==> config.mk <==
export PLATFORM = sky130hd
export DESIGN_NAME = mem_arb_flat
export DESIGN_NICKNAME = d
export VERILOG_FILES = /design/src/rtl/mem_arb_pkg.sv /design/src/rtl/mem_arb_if.sv /design/src/rtl/mem_arb_rr.sv /design/src/rtl/mem_arb.sv /design/src/flat_wrapper.sv
export SDC_FILE = /design/constraint.sdc
export NUM_CORES = 1
export LEC_CHECK = 0
export CAP_MARGIN = 25
export CORE_UTILIZATION = 30
export CTS_BUF_LIST = sky130_fd_sc_hd__clkbuf_8 sky130_fd_sc_hd__clkbuf_16
export DETAILED_ROUTE_END_ITERATION = 8
export PLACE_DENSITY = 0.74
export SLEW_MARGIN = 20
export SYNTH_ARGS = -nofsm -noshare
export SYNTH_HDL_FRONTEND = slang
export SYNTH_HIERARCHICAL = 1
export SYNTH_SLANG_ARGS = --single-unit
==> constraint.sdc <==
create_clock -name clk -period 4.1 [get_ports clk]
set_clock_uncertainty 0.2 [all_clocks]
set_input_delay 0.41 -clock clk [delete_from_list [all_inputs] [get_ports clk]]
set_output_delay 0.41 -clock clk [all_outputs]
set_load 0.02 [all_outputs]
==> src/rtl/mem_arb_pkg.sv <==
// Shared types and constants for the two-port memory arbiter.
// Grant encoding and memory access type values used by the top and the picker.
package mem_arb_pkg;

    typedef enum logic [1:0] {
        GRANT_NONE = 2'd0,
        GRANT_IMEM = 2'd1,
        GRANT_DMEM = 2'd2
    } grant_e;

    localparam logic MEM_READ  = 1'b0;
    localparam logic MEM_WRITE = 1'b1;

endpackage

==> src/rtl/mem_arb_if.sv <==
// Bundle of fetch, data and shared-memory handshake signals for mem_arb.
// The slave modport is the arbiter's view; master is the CPU-plus-memory side.
interface mem_arb_if;

    logic        imemreq_val;
    logic        imemreq_rdy;
    logic [31:0] imemreq_addr;
    logic        imemresp_val;
    logic        imemresp_rdy;
    logic [31:0] imemresp_data;

    logic        dmemreq_val;
    logic        dmemreq_rdy;
    logic        dmemreq_type;
    logic [31:0] dmemreq_addr;
    logic [31:0] dmemreq_wdata;
    logic        dmemresp_val;
    logic        dmemresp_rdy;
    logic [31:0] dmemresp_rdata;

    logic        memreq_val;
    logic        memreq_type;
    logic [31:0] memreq_addr;
    logic [31:0] memreq_wdata;
    logic [31:0] memresp_rdata;

    modport slave (
        input  imemreq_val, imemreq_addr, imemresp_rdy,
        input  dmemreq_val, dmemreq_type, dmemreq_addr, dmemreq_wdata, dmemresp_rdy,
        input  memresp_rdata,
        output imemreq_rdy, imemresp_val, imemresp_data,
        output dmemreq_rdy, dmemresp_val, dmemresp_rdata,
        output memreq_val, memreq_type, memreq_addr, memreq_wdata
    );

    modport master (
        output imemreq_val, imemreq_addr, imemresp_rdy,
        output dmemreq_val, dmemreq_type, dmemreq_addr, dmemreq_wdata, dmemresp_rdy,
        output memresp_rdata,
        input  imemreq_rdy, imemresp_val, imemresp_data,
        input  dmemreq_rdy, dmemresp_val, dmemresp_rdata,
        input  memreq_val, memreq_type, memreq_addr, memreq_wdata
    );

endinterface

==> src/rtl/mem_arb_rr.sv <==
// Two-way round-robin picker: on a conflict the port not granted last time wins.
module mem_arb_rr
    import mem_arb_pkg::*;
(
    input  logic   ireq_i,
    input  logic   dreq_i,
    input  grant_e last_i,
    output grant_e grant_o
);

    always_comb begin
        grant_o = GRANT_NONE;
        if (ireq_i && dreq_i) begin
            grant_o = (last_i == GRANT_IMEM) ? GRANT_DMEM : GRANT_IMEM;
        end else if (ireq_i) begin
            grant_o = GRANT_IMEM;
        end else if (dreq_i) begin
            grant_o = GRANT_DMEM;
        end
    end

endmodule

==> src/rtl/mem_arb.sv <==
// Arbitrates instruction-fetch and data ports onto one single-port memory,
// with a one-entry response register per port and round-robin on conflicts.
module mem_arb
    import mem_arb_pkg::*;
(
    input  logic     clk,
    input  logic     rst,
    mem_arb_if.slave bus
);

    logic        iresp_val_q, iresp_val_d;
    logic [31:0] iresp_data_q, iresp_data_d;
    logic        dresp_val_q, dresp_val_d;
    logic [31:0] dresp_data_q, dresp_data_d;
    grant_e      last_q, last_d;
    grant_e      grant;

    logic i_elig, d_elig, ireq, dreq;

    // A port may take a new request if its response slot is free or draining now.
    assign i_elig = !iresp_val_q || bus.imemresp_rdy;
    assign d_elig = !dresp_val_q || bus.dmemresp_rdy;
    assign ireq   = !rst && bus.imemreq_val && i_elig;
    assign dreq   = !rst && bus.dmemreq_val && d_elig;

    mem_arb_rr u_rr (
        .ireq_i  (ireq),
        .dreq_i  (dreq),
        .last_i  (last_q),
        .grant_o (grant)
    );

    // Ready looks only at the other port's request so it never depends on its own val.
    assign bus.imemreq_rdy = !rst && i_elig && !(dreq && last_q == GRANT_DMEM ? 1'b0 : dreq);
    assign bus.dmemreq_rdy = !rst && d_elig && !(ireq && last_q == GRANT_IMEM ? 1'b0 : ireq);

    assign bus.memreq_val   = (grant != GRANT_NONE);
    assign bus.memreq_type  = (grant == GRANT_DMEM) ? bus.dmemreq_type : MEM_READ;
    assign bus.memreq_addr  = (grant == GRANT_DMEM) ? bus.dmemreq_addr : bus.imemreq_addr;
    assign bus.memreq_wdata = (grant == GRANT_DMEM) ? bus.dmemreq_wdata : 32'd0;

    always_comb begin
        iresp_val_d  = iresp_val_q;
        iresp_data_d = iresp_data_q;
        dresp_val_d  = dresp_val_q;
        dresp_data_d = dresp_data_q;
        last_d       = last_q;

        if (grant != GRANT_NONE) begin
            last_d = grant;
        end

        // Data is cleared on drain so an empty slot always reads zero.
        if (grant == GRANT_IMEM) begin
            iresp_val_d  = 1'b1;
            iresp_data_d = bus.memresp_rdata;
        end else if (bus.imemresp_rdy) begin
            iresp_val_d  = 1'b0;
            iresp_data_d = 32'd0;
        end

        if (grant == GRANT_DMEM) begin
            dresp_val_d  = 1'b1;
            dresp_data_d = (bus.dmemreq_type == MEM_WRITE) ? 32'd0 : bus.memresp_rdata;
        end else if (bus.dmemresp_rdy) begin
            dresp_val_d  = 1'b0;
            dresp_data_d = 32'd0;
        end
    end

    always_ff @(posedge clk or posedge rst) begin
        if (rst) begin
            iresp_val_q  <= 1'b0;
            iresp_data_q <= 32'd0;
            dresp_val_q  <= 1'b0;
            dresp_data_q <= 32'd0;
            last_q       <= GRANT_DMEM;
        end else begin
            iresp_val_q  <= iresp_val_d;
            iresp_data_q <= iresp_data_d;
            dresp_val_q  <= dresp_val_d;
            dresp_data_q <= dresp_data_d;
            last_q       <= last_d;
        end
    end

    assign bus.imemresp_val   = iresp_val_q;
    assign bus.imemresp_data  = iresp_data_q;
    assign bus.dmemresp_val   = dresp_val_q;
    assign bus.dmemresp_rdata = dresp_data_q;

endmodule

==> src/flat_wrapper.sv <==
// flat-port wrapper written by rule: the top's interface ports become plain ports
module mem_arb_flat import mem_arb_pkg::*;
  (clk, rst, bus_imemreq_val, bus_imemreq_addr, bus_imemresp_rdy, bus_dmemreq_val, bus_dmemreq_type, bus_dmemreq_addr, bus_dmemreq_wdata, bus_dmemresp_rdy, bus_memresp_rdata, bus_imemreq_rdy, bus_imemresp_val, bus_imemresp_data, bus_dmemreq_rdy, bus_dmemresp_val, bus_dmemresp_rdata, bus_memreq_val, bus_memreq_type, bus_memreq_addr, bus_memreq_wdata);
  mem_arb_if bus_i ();
  input  logic clk;
  input  logic rst;
  input wire logic [$bits(bus_i.imemreq_val)-1:0] bus_imemreq_val;
  input wire logic [$bits(bus_i.imemreq_addr)-1:0] bus_imemreq_addr;
  input wire logic [$bits(bus_i.imemresp_rdy)-1:0] bus_imemresp_rdy;
  input wire logic [$bits(bus_i.dmemreq_val)-1:0] bus_dmemreq_val;
  input wire logic [$bits(bus_i.dmemreq_type)-1:0] bus_dmemreq_type;
  input wire logic [$bits(bus_i.dmemreq_addr)-1:0] bus_dmemreq_addr;
  input wire logic [$bits(bus_i.dmemreq_wdata)-1:0] bus_dmemreq_wdata;
  input wire logic [$bits(bus_i.dmemresp_rdy)-1:0] bus_dmemresp_rdy;
  input wire logic [$bits(bus_i.memresp_rdata)-1:0] bus_memresp_rdata;
  output wire logic [$bits(bus_i.imemreq_rdy)-1:0] bus_imemreq_rdy;
  output wire logic [$bits(bus_i.imemresp_val)-1:0] bus_imemresp_val;
  output wire logic [$bits(bus_i.imemresp_data)-1:0] bus_imemresp_data;
  output wire logic [$bits(bus_i.dmemreq_rdy)-1:0] bus_dmemreq_rdy;
  output wire logic [$bits(bus_i.dmemresp_val)-1:0] bus_dmemresp_val;
  output wire logic [$bits(bus_i.dmemresp_rdata)-1:0] bus_dmemresp_rdata;
  output wire logic [$bits(bus_i.memreq_val)-1:0] bus_memreq_val;
  output wire logic [$bits(bus_i.memreq_type)-1:0] bus_memreq_type;
  output wire logic [$bits(bus_i.memreq_addr)-1:0] bus_memreq_addr;
  output wire logic [$bits(bus_i.memreq_wdata)-1:0] bus_memreq_wdata;
  assign bus_i.imemreq_val = bus_imemreq_val;
  assign bus_i.imemreq_addr = bus_imemreq_addr;
  assign bus_i.imemresp_rdy = bus_imemresp_rdy;
  assign bus_i.dmemreq_val = bus_dmemreq_val;
  assign bus_i.dmemreq_type = bus_dmemreq_type;
  assign bus_i.dmemreq_addr = bus_dmemreq_addr;
  assign bus_i.dmemreq_wdata = bus_dmemreq_wdata;
  assign bus_i.dmemresp_rdy = bus_dmemresp_rdy;
  assign bus_i.memresp_rdata = bus_memresp_rdata;
  assign bus_imemreq_rdy = bus_i.imemreq_rdy;
  assign bus_imemresp_val = bus_i.imemresp_val;
  assign bus_imemresp_data = bus_i.imemresp_data;
  assign bus_dmemreq_rdy = bus_i.dmemreq_rdy;
  assign bus_dmemresp_val = bus_i.dmemresp_val;
  assign bus_dmemresp_rdata = bus_i.dmemresp_rdata;
  assign bus_memreq_val = bus_i.memreq_val;
  assign bus_memreq_type = bus_i.memreq_type;
  assign bus_memreq_addr = bus_i.memreq_addr;
  assign bus_memreq_wdata = bus_i.memreq_wdata;
  mem_arb u_core (.clk(clk), .rst(rst), .bus(bus_i));
endmodule
==> results of run 1 <==
cell type report:
| type | instances | area (µm²) | area share |
|---|---|---|---|
| clock buffer | 13 | 280 | 0.0428 |
| tap | 140 | 175 | 0.0267 |
| timing repair buffer | 277 | 2760 | 0.421 |
| clock inverter | 2 | 8.76 | 0.00134 |
| sequential | 68 | 1700 | 0.260 |
| multi-input combinational | 181 | 1610 | 0.245 |
| inverter | 6 | 22.5 | 0.00344 |
critical path, cell delays in order:
cell and delay (ns):
clkdlybuf4s50_1 0.42, nand2b_1 0.21, and3_1 0.21, inv_1 0.07
o21a_1 0.22, nor2b_4 0.18, buf_4 0.36, mux2_2 0.38
clkdlybuf4s50_1 0.57
routing by layer:
metal,up-vias,global-route usage
met1,1596,0.232
li1,1523,-
met2,158,0.392
met4,2,0.102
met5,-,0
met3,29,0.0646
sequential cells by signal (all words and copies together), names as in the netlist:
name / flops
u_core/bus.dmemresp_rdata: 32
u_core/last_q: 2
u_core/bus.dmemresp_val: 1
u_core/bus.imemresp_data: 32
u_core/bus.imemresp_val: 1
power groups by stage:
| stage | Sequential (mW) | Clock [mW] | Combinational [mW] |
|---|---|---|---|
| final | 0.750 | 0.726 | 0.633 |
| after floorplan | 0.814 | 0 | 0.225 |
| after CTS | 0.750 | 0.746 | 0.639 |
| after detailed placement | 0.760 | 0 | 0.637 |
| after global placement | 0.758 | 0 | 0.629 |
| after global routing | 0.755 | 0.777 | 0.668 |
how the worst max path moves through the flow:
stage                           startpoint             endpoint  slack (ns)  depth (start not counted)
after detailed placement  bus_imemresp_rdy  bus_memreq_addr[18]        0.50                          9
after global routing      bus_imemresp_rdy  bus_memreq_addr[16]        0.31                          9
after CTS                 bus_imemresp_rdy  bus_memreq_addr[18]        0.47                          9
after global placement    bus_imemresp_rdy  bus_memreq_addr[16]        0.53                          9
after floorplan                        rst  bus_memreq_addr[25]        0.13                          8
final                     bus_imemresp_rdy  bus_memreq_addr[16]        0.45                          9
synthesized netlist by cell type, types with 2 or more instances:
cell      count  area (µm²)
or2_2         2        12.5
buf_2         9        45.0
clkbuf_1      9        33.8
mux2_2       29         327
mux2_1       35         394
nand2b_1      4        25.0
nor2b_1      35         219
a32o_1       32         320
inv_1         6        22.5
and2_1       33         206
buf_6         4        45.0
dfrtp_1      67        1680
cells by family after synthesis:
group	count (synthesis)
simple gates	79
flops	68
mux	64
compound gates	38
buf+inv	29
stage by stage:
| step | instance area (µm²) | power, mW | setup WS [ns] |
|---|---|---|---|
| final | 6550 | 2.11 | 0.451 |
| after detailed placement | 6260 | 1.40 | 0.498 |
| after global routing | 6550 | 2.20 | 0.312 |
| after CTS | 6550 | 2.13 | 0.471 |
| after global placement | 6250 | 1.39 | 0.529 |
| after floorplan | 3450 | 1.04 | 0.129 |
==> metrics, run 1 <==
post-CTS resize count 0; drt wl/cell 18.8 µm; Int Pwr 1.54 mW; Worst setup SP type primary input; Seq/Total Area, Yosys 0.494; RSZ-0062 raised after global routing no; final design utilization 0.594; Detailed Route Iter0 Violations 159; setup TNS 0 ns; Post-CTS Setup Bufs 0; Net Sw Frac 0.269; cell count after synthesis 278; Syn Nets 413; most frequent cells in the layout clkdlybuf4s50_1 (268), dfrtp_1 (67), mux2_1 (35); RePlAce Congestion 0.835; Initial Utilization 0.312; max-cap violation count 0; critical path required time 3.49 ns; Final setup viols 0; Max Buffers Root-to-Sink 2; M1 WL 4600 µm; htree depth 3; Root Driver clkbuf_16; P_sw 566 µW; drt pass-1 iters 4; Nets 678; CTS sink count 68; FF-to-FF Start u_core/bus.imemresp_val; overall routing resource usage 0.218; Remaining DRCs 0; worst hold path startpoint u_core/last_q[1]; final WL 12900 µm; Max IR drop VDD 203 µV; GR Overflow Total 0; clock share of power 0.344; clk slew on worst S/H paths 0.05 ns; share of cells above drive strength 1 0.110; Min Hold Slack 0.303 ns; xor-xnor portion of the synthesized cell area 0; I/O Buffers 268; depth of the most critical reg-to-reg path 7; Antenna Nets Post-Route 0; die footprint 11900 µm²; final worst-path cycle share 0.890; Distinct cells, synth 25; CP endpoint kind output port; filler cell count 947; Async SR Flop Fraction 1.00; most common cell after layout, fill and taps aside clkdlybuf4s50_1; hold-critical path depth 2; Die H 109 µm; maximum fanout along the worst path 40; largest net degree at the start of global routing 70; max-slew violations 0; FP Rows 38; Rel. slew slack 0.376; Worst-Margin Slew 0.936 ns; main combinational cell family by area after synthesis multiplexers; # diodes 0; vias per cell 4.82; register share of total power 0.355; ys flop type dfrtp_1; min cycle time layout 3.65 ns; routed wl met2 6820 µm; Synth Area in Compound Gates 0.106; Post-Synthesis Cell Area 3450 µm²; Simple-Gate Fraction of Synth Area 0.146; f_max 0.274 GHz; WS Path Type in2out; Synth Area in Adders 0; Syn Area/Cell 12.4 µm²; num ports 269; Reg2Reg Setup Slack 1.45 ns; Worst Hold Class reg2reg; Hold-fix buffers, CTS 0; global-route wire length before repair 19100 µm; synthesized flop and latch total 68; Worst Hold End u_core/last_q[1]; Placed Cells 672; Top Layer Used met5; Via Count 3308; vias in the first global route 3529; combinational power share 0.300; fin cells 687; CTS tree yes; CTS buffer count 9; P per Cell Area 322 nW/µm²; number of flops mapped to enable cells by yosys 0; initial antenna violation count 1; leak pwr 2.76 nW; final hold violations 0; Core Region 11000 µm²; Post-DP HPWL 10000 µm; status finished, final reports clean; Area Growth Syn to Fin 90.2%; worst r2r dst u_core/bus.imemresp_data[26]; yosys warns 6; multiplexer area fraction after synthesis 0.209; WP data arrival 3.04 ns; Die X 109 µm; routed length on met3 1050 µm; Clock Latency Late Sink 0.33 ns
(Power assumes the default switching activity.)
==> run 2, diff against run 1 <==
==> constraint.sdc (replaced) <==
create_clock -name clk -period 4.5 [get_ports clk]
set_clock_uncertainty 0.2 [all_clocks]
set_input_delay 0.45 -clock clk [delete_from_list [all_inputs] [get_ports clk]]
set_output_delay 0.45 -clock clk [all_outputs]
set_load 0.02 [all_outputs]
==> metrics, run 2 (synthesis results as in run 1) <==
status finished, final reports clean; Core Region 11000 µm²; CTS tree yes; Post-DP HPWL 10100 µm; I/O Buffers 268; Crit path buffers/inverters 4; final worst-path cycle share 0.823; Critical path origin bus_imemresp_rdy; Rel. slew slack 0.379; min cycle time layout 3.71 ns; Post-CTS Setup Bufs 0; P per Cell Area 303 nW/µm²; max-slew violations 0; Remaining DRCs 0; Antenna Nets Post-Route 0; clk slew on worst S/H paths 0.05 ns; Initial Utilization 0.312; most frequent cells in the layout clkdlybuf4s50_1 (268), dfrtp_1 (67), mux2_1 (35); Root Driver clkbuf_16; die footprint 11900 µm²; most common cell after layout, fill and taps aside clkdlybuf4s50_1; vias per cell 4.79; f_max 0.270 GHz; Reg2Reg Setup Slack 1.99 ns; cell mode on critical path clkdlybuf4s50_1; leak pwr 2.77 nW; Max IR drop VDD 220 µV; Hold-fix buffers, CTS 0; CP endpoint bus_memreq_addr[19]; RePlAce Congestion 0.828; CP peak stage delay 0.55 ns; setup TNS 0 ns; cells along the critical path clkdlybuf4s50_1 -> nand2b_1 -> and3_1 -> inv_1 -> o21a_1 -> nor2b_4 -> buf_4 -> mux2_2 -> clkdlybuf4s50_1; Detailed Route Iter0 Violations 142; share of cells above drive strength 1 0.110; Via Count 3292; Die H 109 µm; Crit path depth 9; depth of the most critical reg-to-reg path 6; Nets 677; Tot Pwr 2.00 mW; Worst Hold Class reg2reg; Die X 109 µm; overall routing resource usage 0.215; post-CTS resize count 0; RSZ-0062 raised after global routing no; Final setup viols 0; maximum fanout along the worst path 40; final hold violations 0; max-cap violation count 0; Max Buffers Root-to-Sink 2; drt wl/cell 18.9 µm; FP Rows 38; drt pass-1 iters 4; Clock Latency Late Sink 0.32 ns; initial antenna violation count 1; CP endpoint kind output port; largest net degree at the start of global routing 70; critical path required time 3.85 ns; critical path's slowest cell clkdlybuf4s50_1; worst r2r dst u_core/bus.imemresp_data[8]; htree depth 3; FF-to-FF Start u_core/bus.imemresp_val; cell family with most CP delay buffers and inverters; # diodes 0; WP data arrival 3.06 ns; CTS buffer count 9; final WL 13000 µm; num ports 269; Area Growth Syn to Fin 91.1%; WS Path Type in2out; Worst setup SP type primary input; vias in the first global route 3427; CTS sink count 68; global-route wire length before repair 18900 µm; Worst-Margin Slew 0.932 ns; GR Overflow Total 0
## run 2: cell types whose count changed in the layout (fill, tap and decap cells not counted)
cell       delta
buf_16        +1
buf_4         -1
buf_8         -1
bufinv_16     +2
clkbuf_8      -3
clkinv_2      +2
## run 2: worst register-to-register path, delay by kind of cell (launching register included)
family          cells  cell delay (ns)
simple gates        3             0.96
buf+inv             1             0.05
compound gates      1             0.24
mux                 1             0.56
flops               1             0.38
## run 2: per-layer routing
metal  track usage  wire length [µm]  up-vias
met1         0.221              4630     1600
li1              -                 -     1520
met5             0                13        -
met4        0.0790               284        2
met3        0.0729              1040       19
met2         0.400              7010      151
## run 2: power by group
part	switching (mW)	total [mW]	internal [mW]
sequential	0.0250	0.683	0.658
combinational	0.256	0.577	0.321
clock	0.242	0.737	0.494
## run 2: final cells by class
cell class	instances	area, µm²
Clock inverter	6	78.8
Clock buffer	10	239
Multi-Input combinational cell	181	1610
Tap cell	140	175
Timing Repair Buffer	276	2760
Fill cell	932	4440
Sequential cell	68	1700
Inverter	6	22.5
## run 2: worst min path at each step
stage                                        startpoint                       endpoint  cells past startpoint
after floorplan                        u_core/last_q[1]               u_core/last_q[1]                      2
after global placement                 u_core/last_q[1]               u_core/last_q[1]                      2
after detailed placement               u_core/last_q[1]               u_core/last_q[1]                      2
after CTS                              u_core/last_q[1]               u_core/last_q[1]                      2
after global routing      u_core/bus.dmemresp_rdata[14]  u_core/bus.dmemresp_rdata[14]                      1
final                                  u_core/last_q[1]               u_core/last_q[1]                      2
## run 2: stage by stage
stage / area (µm²) / setup WS (ns) / util / hold WS, ns / std cells
finish: 6590 / 0.795 / 0.597 / 0.309 / 687
global route: 6590 / 0.651 / 0.597 / 0.347 / 687
CTS: 6590 / 0.797 / 0.597 / 0.309 / 687
detailed placement: 6270 / 0.821 / 0.568 / 0.300 / 671
global placement: 6240 / 0.845 / 0.566 / 0.297 / 670
floorplan: 3450 / 0.449 / - / 0.277 / 278
==> run 3, diff against run 2 <==
==> constraint.sdc (replaced) <==
create_clock -name clk -period 3.8 [get_ports clk]
set_clock_uncertainty 0.2 [all_clocks]
set_input_delay 0.38 -clock clk [delete_from_list [all_inputs] [get_ports clk]]
set_output_delay 0.38 -clock clk [all_outputs]
set_load 0.02 [all_outputs]
==> metrics, run 3 (synthesis results as in run 1) <==
Min Hold Slack 0.300 ns; worst hold path startpoint u_core/last_q[1]; # diodes 0; post-CTS resize count 0; critical path required time 3.22 ns; final WL 12800 µm; final design utilization 0.596; min cycle time layout 3.39 ns; f_max 0.295 GHz; Core Region 11000 µm²; Via Count 3231; FP Rows 38; drt wl/cell 18.5 µm; setup TNS 0 ns; leak pwr 2.77 nW; RSZ-0062 raised after global routing no; Reg2Reg Setup Slack 1.23 ns; overall routing resource usage 0.212; worst r2r dst u_core/bus.imemresp_data[1]; clk slew on worst S/H paths 0.05 ns; fin cells 688; WS Path Type in2out; GR Overflow Total 0; Detailed Route Iter0 Violations 187; CTS tree yes; Clock Latency Late Sink 0.32 ns; Tot Pwr 2.30 mW; Worst setup SP type primary input; Max Buffers Root-to-Sink 2; Antenna Nets Post-Route 0; Placed Cells 672; multi-input combinational cell area 1610 µm²; Final Instance Area 6580 µm²; most frequent cells in the layout clkdlybuf4s50_1 (267), dfrtp_1 (67), mux2_1 (35); RePlAce Congestion 0.804; Area Growth Syn to Fin 90.8%; largest net degree at the start of global routing 70; register area 1700 µm²; final worst-path cycle share 0.893; P per Cell Area 350 nW/µm²; Rel. slew slack 0.406; maximum fanout along the worst path 66; Worst Slack Setup Final 0.408 ns; most common cell after layout, fill and taps aside clkdlybuf4s50_1; Post-Place Worst Slack 0.417 ns; global-route wire length before repair 18500 µm; Worst-Margin Slew 0.891 ns; Post-DP HPWL 10100 µm; Nets 678; initial antenna violation count 0; Die H 109 µm; vias per cell 4.70; CP endpoint kind output port; dpl cell area 6280 µm²; max-slew violations 0; CTS sink count 68; Worst Hold End u_core/last_q[1]; depth of the most critical reg-to-reg path 7; max-cap violation count 0; Hold-fix buffers, CTS 0; Die X 109 µm; WP data arrival 2.81 ns; vias in the first global route 3375; I/O Buffers 268; filler cell count 934; status finished, final reports clean; Final setup viols 0; FF-to-FF Start u_core/bus.imemresp_val; Worst Hold Class reg2reg; share of cells above drive strength 1 0.108; drt pass-1 iters 4; hold-critical path depth 2; Post-CTS Setup Bufs 0; Root Driver clkbuf_16; CTS buffer count 9; Max IR drop VDD 239 µV; die footprint 11900 µm²; final hold violations 0; num ports 269; Remaining DRCs 0; htree depth 3; Initial Utilization 0.312
==> run 3: cell count changes in the layout (fill, tap and decap cells not counted), sizes merged <==
cell / before / now
clkdlybuf4s50: 268 / 267
bufinv: 2 / 1
inv: 7 / 9
clkinv: 3 / 0
buf: 8 / 10
clkinvlp: 0 / 1
clkbuf: 10 / 11
==> run 3: power by group <==
group	switching (mW)	internal (mW)	total [mW]
sequential	0.0306	0.779	0.810
combinational	0.301	0.382	0.683
clock	0.277	0.533	0.810
total	0.608	1.69	2.30
==> run 3: critical path: stages <==
cell,delay [ns]
clkdlybuf4s50_1,0.45
nand2b_1,0.21
and3_1,0.20
inv_1,0.06
o21a_1,0.13
nor2b_4,0.16
buf_12,0.26
mux2_2,0.38
clkdlybuf4s50_1,0.55
==> run 3: worst max-delay path by stage <==
stage	from	endpoint	slack (ns)	cells past startpoint
after CTS	bus_imemresp_rdy	bus_memreq_addr[17]	0.40	9
after global routing	bus_imemresp_rdy	bus_memreq_addr[16]	0.29	9
final	bus_imemresp_rdy	bus_memreq_addr[17]	0.41	9
after floorplan	rst	bus_memreq_addr[25]	0.36	8
after detailed placement	bus_imemresp_rdy	bus_memreq_addr[10]	0.42	9
after global placement	bus_imemresp_rdy	bus_memreq_addr[10]	0.42	9
==> run 3: area by class of cell <==
type                    instances  share of cell area
clock buffers                  11              0.0384
clock inverters                 5             0.00685
inverters                       6             0.00400
multi-input cells             181               0.244
flip-flops and latches         68               0.259
well taps                     140              0.0266
repair buffers                277               0.421
==> run 3: routing by layer <==
metal | track usage | routed length (µm) | share of wire | vias up
met4 | 0.0905 | 308 | 0.024 | 0
met3 | 0.0496 | 849 | 0.067 | 20
met2 | 0.393 | 6960 | 0.55 | 144
met1 | 0.230 | 4640 | 0.36 | 1548
met5 | 0 | 0 | 0 | -
li1 | - | - | - | 1519
==> edit 1: new RTL, flow settings as in run 3 <==
Encoding of `grant_e`: now one-hot (3 bits for 3 values).
--- a/src/rtl/mem_arb_pkg.sv
+++ b/src/rtl/mem_arb_pkg.sv
@@ -4,6 +4,6 @@
 
-    typedef enum logic [1:0] {
-        GRANT_NONE = 2'd0,
-        GRANT_IMEM = 2'd1,
-        GRANT_DMEM = 2'd2
+    typedef enum logic [2:0] {
+        GRANT_NONE = 3'b001,
+        GRANT_IMEM = 3'b010,
+        GRANT_DMEM = 3'b100
     } grant_e;
Check against the original RTL: no difference found for any inputs over 10 cycles, from zero or initial values and one cycle with rst high; not proved beyond that.
==> edit 1 against run 3 <==
- final cell count increased by 1.3%
- largest cell class unchanged
- worst setup slack worse by 0.16 ns
- critical path type unchanged
- sequential cell count grew 1
- design area up 2.0%
- utilization down 0.85 points
- via count is 4.9% higher
- wire length increased by 1.5%
- synthesized area grew 2.1%
- synthesized cell count up 1.1%
- total power is 2.8% lower
- combinational power shrank 22%
- die area up 2.1%
==> edit 1: results <==
{
  "clk_latency_ns": 0.32,
  "numCtsBuffers": 9,
  "grtUsageTotal": 0.2061,
  "placed_cell_area_mm2": 0.006375,
  "syn_nets": 416,
  "synth_warnings": 6,
  "n_fill_cell": 945,
  "dp_cells": 681,
  "vias": 3388,
  "dp_hpwl_um": 9984,
  "tightest_slew_ns": 0.8882,
  "fin_hold_ws_ns": 0.3190,
  "drive_above_1_share": 0.1715,
  "clk_pin_slew_ns": 0.06,
  "place.gp.congestion": 0.8309,
  "peakVddDrop_mv": 0.2172,
  "grt_max_degree": 71,
  "status": "complete, no violations",
  "clock_path_buffers": 2,
  "holdPathStages": 2,
  "port_buffers": 268,
  "first_iter_violations": 165,
  "antenna_found_initial": 1,
  "synth_commonest_cells": "dfrtp_1 (68), mux2_2 (57), and2_1 (33), nor2b_1 (33), a32o_1 (32)",
  "reg2reg_slack_ns": 1.35,
  "r2r_end": "u_core/bus.imemresp_data[12]",
  "rr_worst_depth": 8,
  "netlist_top_cells_area": "dfrtp_1 (48%), mux2_2 (18%), a32o_1 (9.1%), and2_1 (5.9%), nor2b_1 (5.9%)",
  "grt_pass1_wl_um": 18610,
  "postSynthAreaPerCell_um2": 12.53,
  "routed_wl_um": 12940,
  "min_to": "u_core/last_q[2]",
  "wire_per_inst_um": 18.57,
  "p_leak_nw": 2.784,
  "ys_types": 30,
  "first_pass_iters": 4,
  "r2r_start": "u_core/bus.imemresp_val",
  "postCtsHoldBufs": 0,
  "ys_seq_area_frac": 0.4909,
  "hp-start": "u_core/last_q[2]",
  "grt_pass1_vias": 3507
}
-- edit 1: cell types whose count changed after synthesis, moves of 3 or more --
cell	change
buf_2	-3
mux2_2	+28
buf_4	+4
mux2_1	-28
-- edit 1: logic make-up after synthesis --
| logic type | Yosys count | synth area share |
|---|---|---|
| and+or+nand+nor | 80 | 0.1532 |
| DFF | 69 | 0.4909 |
| muxes | 64 | 0.2048 |
| AOI/OAI and AO/OA | 39 | 0.1063 |
| buffers and inverters | 29 | 0.04479 |
-- edit 1: how the worst max path moves through the flow --
| stage | endpoint | slack, ns |
|---|---|---|
| 4_1_cts | bus_memreq_addr[13] | 0.28 |
| 2_1_floorplan | bus_memreq_addr[25] | 0.21 |
| 5_1_grt | bus_memreq_addr[13] | 0.12 |
| 3_5_place_dp | bus_memreq_addr[13] | 0.29 |
| 6_report | bus_memreq_addr[13] | 0.25 |
| 3_3_place_gp | bus_memreq_addr[13] | 0.33 |
-- edit 1: where the power goes --
part           switching (W)  internal [W]
combinational       0.000227      0.000308
sequential         0.0000203      0.000770
clock               0.000301      0.000611
-- edit 1: cell type report --
type                       instances  area share
timing repair buffer             280      0.4163
sequential                        69      0.2576
multi-input combinational        183      0.2458
clock buffer                      11     0.03767
tap                              143     0.02667
clock inverter                     5     0.01212
inverter                           6    0.003916
-- edit 1: per-stage QoR --
step,util,setup WS [ns]
CTS,0.5876,0.2827
detailed placement,0.5583,0.2941
floorplan,-,0.2102
global placement,0.5570,0.3303
global route,0.5876,0.1248
finish,0.5876,0.2488
-- edit 1: worst max-delay path, stage by stage --
cell and delay, ns:
clkdlybuf4s50_1 0.45, nand2b_1 0.21, and3_1 0.22, inv_1 0.07, o21a_1 0.15, nor3b_4 0.22
buf_12 0.28, mux2_2 0.38, clkdlybuf4s50_1 0.58
-- edit 1: routing by layer --
metal,vias to the layer above,wire [um],global-route usage
met5,-,13,0
met4,2,371,0.08929
li1,1551,-,-
met3,26,1048,0.05409
met2,167,6850,0.3753
met1,1642,4659,0.2239
==> edit 2: new RTL, config.mk and constraints of run 3 <==
Without the edit above. Take the reset off `iresp_data_q` and `dresp_data_q` and load them in a clocked block of their own.
--- a/src/rtl/mem_arb.sv
+++ b/src/rtl/mem_arb.sv
@@ -73,5 +73,3 @@
             iresp_val_q  <= 1'b0;
-            iresp_data_q <= 32'd0;
             dresp_val_q  <= 1'b0;
-            dresp_data_q <= 32'd0;
             last_q       <= GRANT_DMEM;
@@ -79,7 +77,10 @@
             iresp_val_q  <= iresp_val_d;
-            iresp_data_q <= iresp_data_d;
             dresp_val_q  <= dresp_val_d;
-            dresp_data_q <= dresp_data_d;
             last_q       <= last_d;
         end
+    end
+
+    always_ff @(posedge clk) begin
+        iresp_data_q <= iresp_data_d;
+        dresp_data_q <= dresp_data_d;
     end
Formal check against the unedited RTL: differs if rst is asserted again (counterexample within 4 cycles, from zero or initial values and one cycle with rst high); with rst held inactive, the same outputs for 10 cycles.
==> edit 2 against run 3 <==
- worst setup slack got worse by 0.15 ns
- synthesized area fell by 5.1%
- design area fell by 4.1%
- via count fell by 13%
- sequential cell count did not move
- register-to-register slack got worse by 0.03 ns
- wire length fell by 18%
- total power fell by 6.5%
- largest cell class unchanged
==> edit 2: results <==
{
  "hp-class": "in -> async",
  "async_flop_share": 0.05882,
  "yosys_most_used_dff": "edfxtp_1",
  "finalNetCount": 642,
  "grt_pass1_wl_um": 15840,
  "grt_max_degree": 68,
  "routed_wl_um": 10460,
  "dp_hpwl_um": 8550,
  "peakVddDrop_mv": 0.1854,
  "netlist_top_cells_area": "edfxtp_1 (59%), and2_1 (19%), mux2_2 (11%), dfrtp_1 (2.3%), buf_6 (2.1%)",
  "drive_above_1_share": 0.1211,
  "vias": 2820,
  "clk_pin_slew_ns": 0.07,
  "grtUsageTotal": 0.1872,
  "finalCritPeriodShare": 0.9316,
  "first_iter_violations": 61,
  "timing.slew.headroom": 0.6505,
  "status": "complete, no violations",
  "ys_types": 24,
  "synth_commonest_cells": "and2_1 (97), edfxtp_1 (64), mux2_2 (32)",
  "switching_share": 0.2741,
  "n_fill_cell": 865,
  "crit_arrival_ns": 2.96,
  "dp_slack_ns": 0.2528,
  "reg2reg_slack_ns": 1.20,
  "syn_nets": 371,
  "ys_seq_area_frac": 0.6188,
  "first_pass_iters": 5
}
[edit 2: layout make-up]
type / instances / area, um2 / area share
Clock buffer: 9 / 123.9 / 0.01965
Clock inverter: 7 / 83.83 / 0.01330
Inverter: 5 / 18.77 / 0.002977
Multi-Input combinational cell: 150 / 1126 / 0.1786
Sequential cell: 68 / 2023 / 0.3210
Tap cell: 136 / 170.2 / 0.02699
Timing Repair Buffer: 273 / 2758 / 0.4375
[edit 2: logic make-up after synthesis]
| group | Yosys count | share of synthesized area |
|---|---|---|
| and+or+nand+nor | 111 | 0.2193 |
| DFF | 68 | 0.6188 |
| muxes | 32 | 0.1102 |
| buffers and inverters | 18 | 0.03674 |
| AOI/OAI and AO/OA | 7 | 0.01493 |
[edit 2: metal layers]
layer,GRT usage,vias to the layer above,share of wire
met1,0.1985,1289,0.36
met2,0.3511,165,0.54
met3,0.05518,14,0.092
met4,0.06052,0,0.016
li1,-,1352,-
met5,0,-,0
[edit 2: path summary, 6_finish.rpt]
path / start / end / cells past startpoint
max: rst / bus_memreq_addr[5] / 9
min: rst / u_core/bus.imemresp_val / 2
max reg2reg: u_core/bus.dmemresp_val / u_core/bus.dmemresp_rdata[6] / 7
min reg2reg: u_core/last_q[1] / u_core/last_q[1] / 1
max in group asynchronous: rst / u_core/last_q[1] / 2
min in group clk: u_core/last_q[1] / u_core/last_q[1] / 1
[edit 2: power by group through the flow]
stage / sequential, W / clock, W / combinational, W
after floorplan: 0.000998 / 0 / 0.000197
after global placement: 0.000924 / 0 / 0.000642
after detailed placement: 0.000927 / 0 / 0.000646
after CTS: 0.000910 / 0.000622 / 0.000648
after global routing: 0.000915 / 0.000649 / 0.000675
final: 0.000909 / 0.000604 / 0.000640
[edit 2: through the flow]
stage | power, W | hold WS, ns | instances
floorplan | 0.001195 | -0.04121 | 236
global placement | 0.001566 | 0.3277 | 632
detailed placement | 0.001573 | 0.3382 | 632
CTS | 0.002181 | 0.1027 | 648
global route | 0.002240 | 0.1468 | 648
finish | 0.002153 | 0.1246 | 648
[edit 2: worst max-delay path: stages]
cell and delay (ns):
clkdlybuf4s50_1 0.51, inv_1 0.13, and3_1 0.17, inv_1 0.07
o21a_1 0.23, nor2b_4 0.20, buf_12 0.27, mux2_2 0.41
clkdlybuf4s50_1 0.55
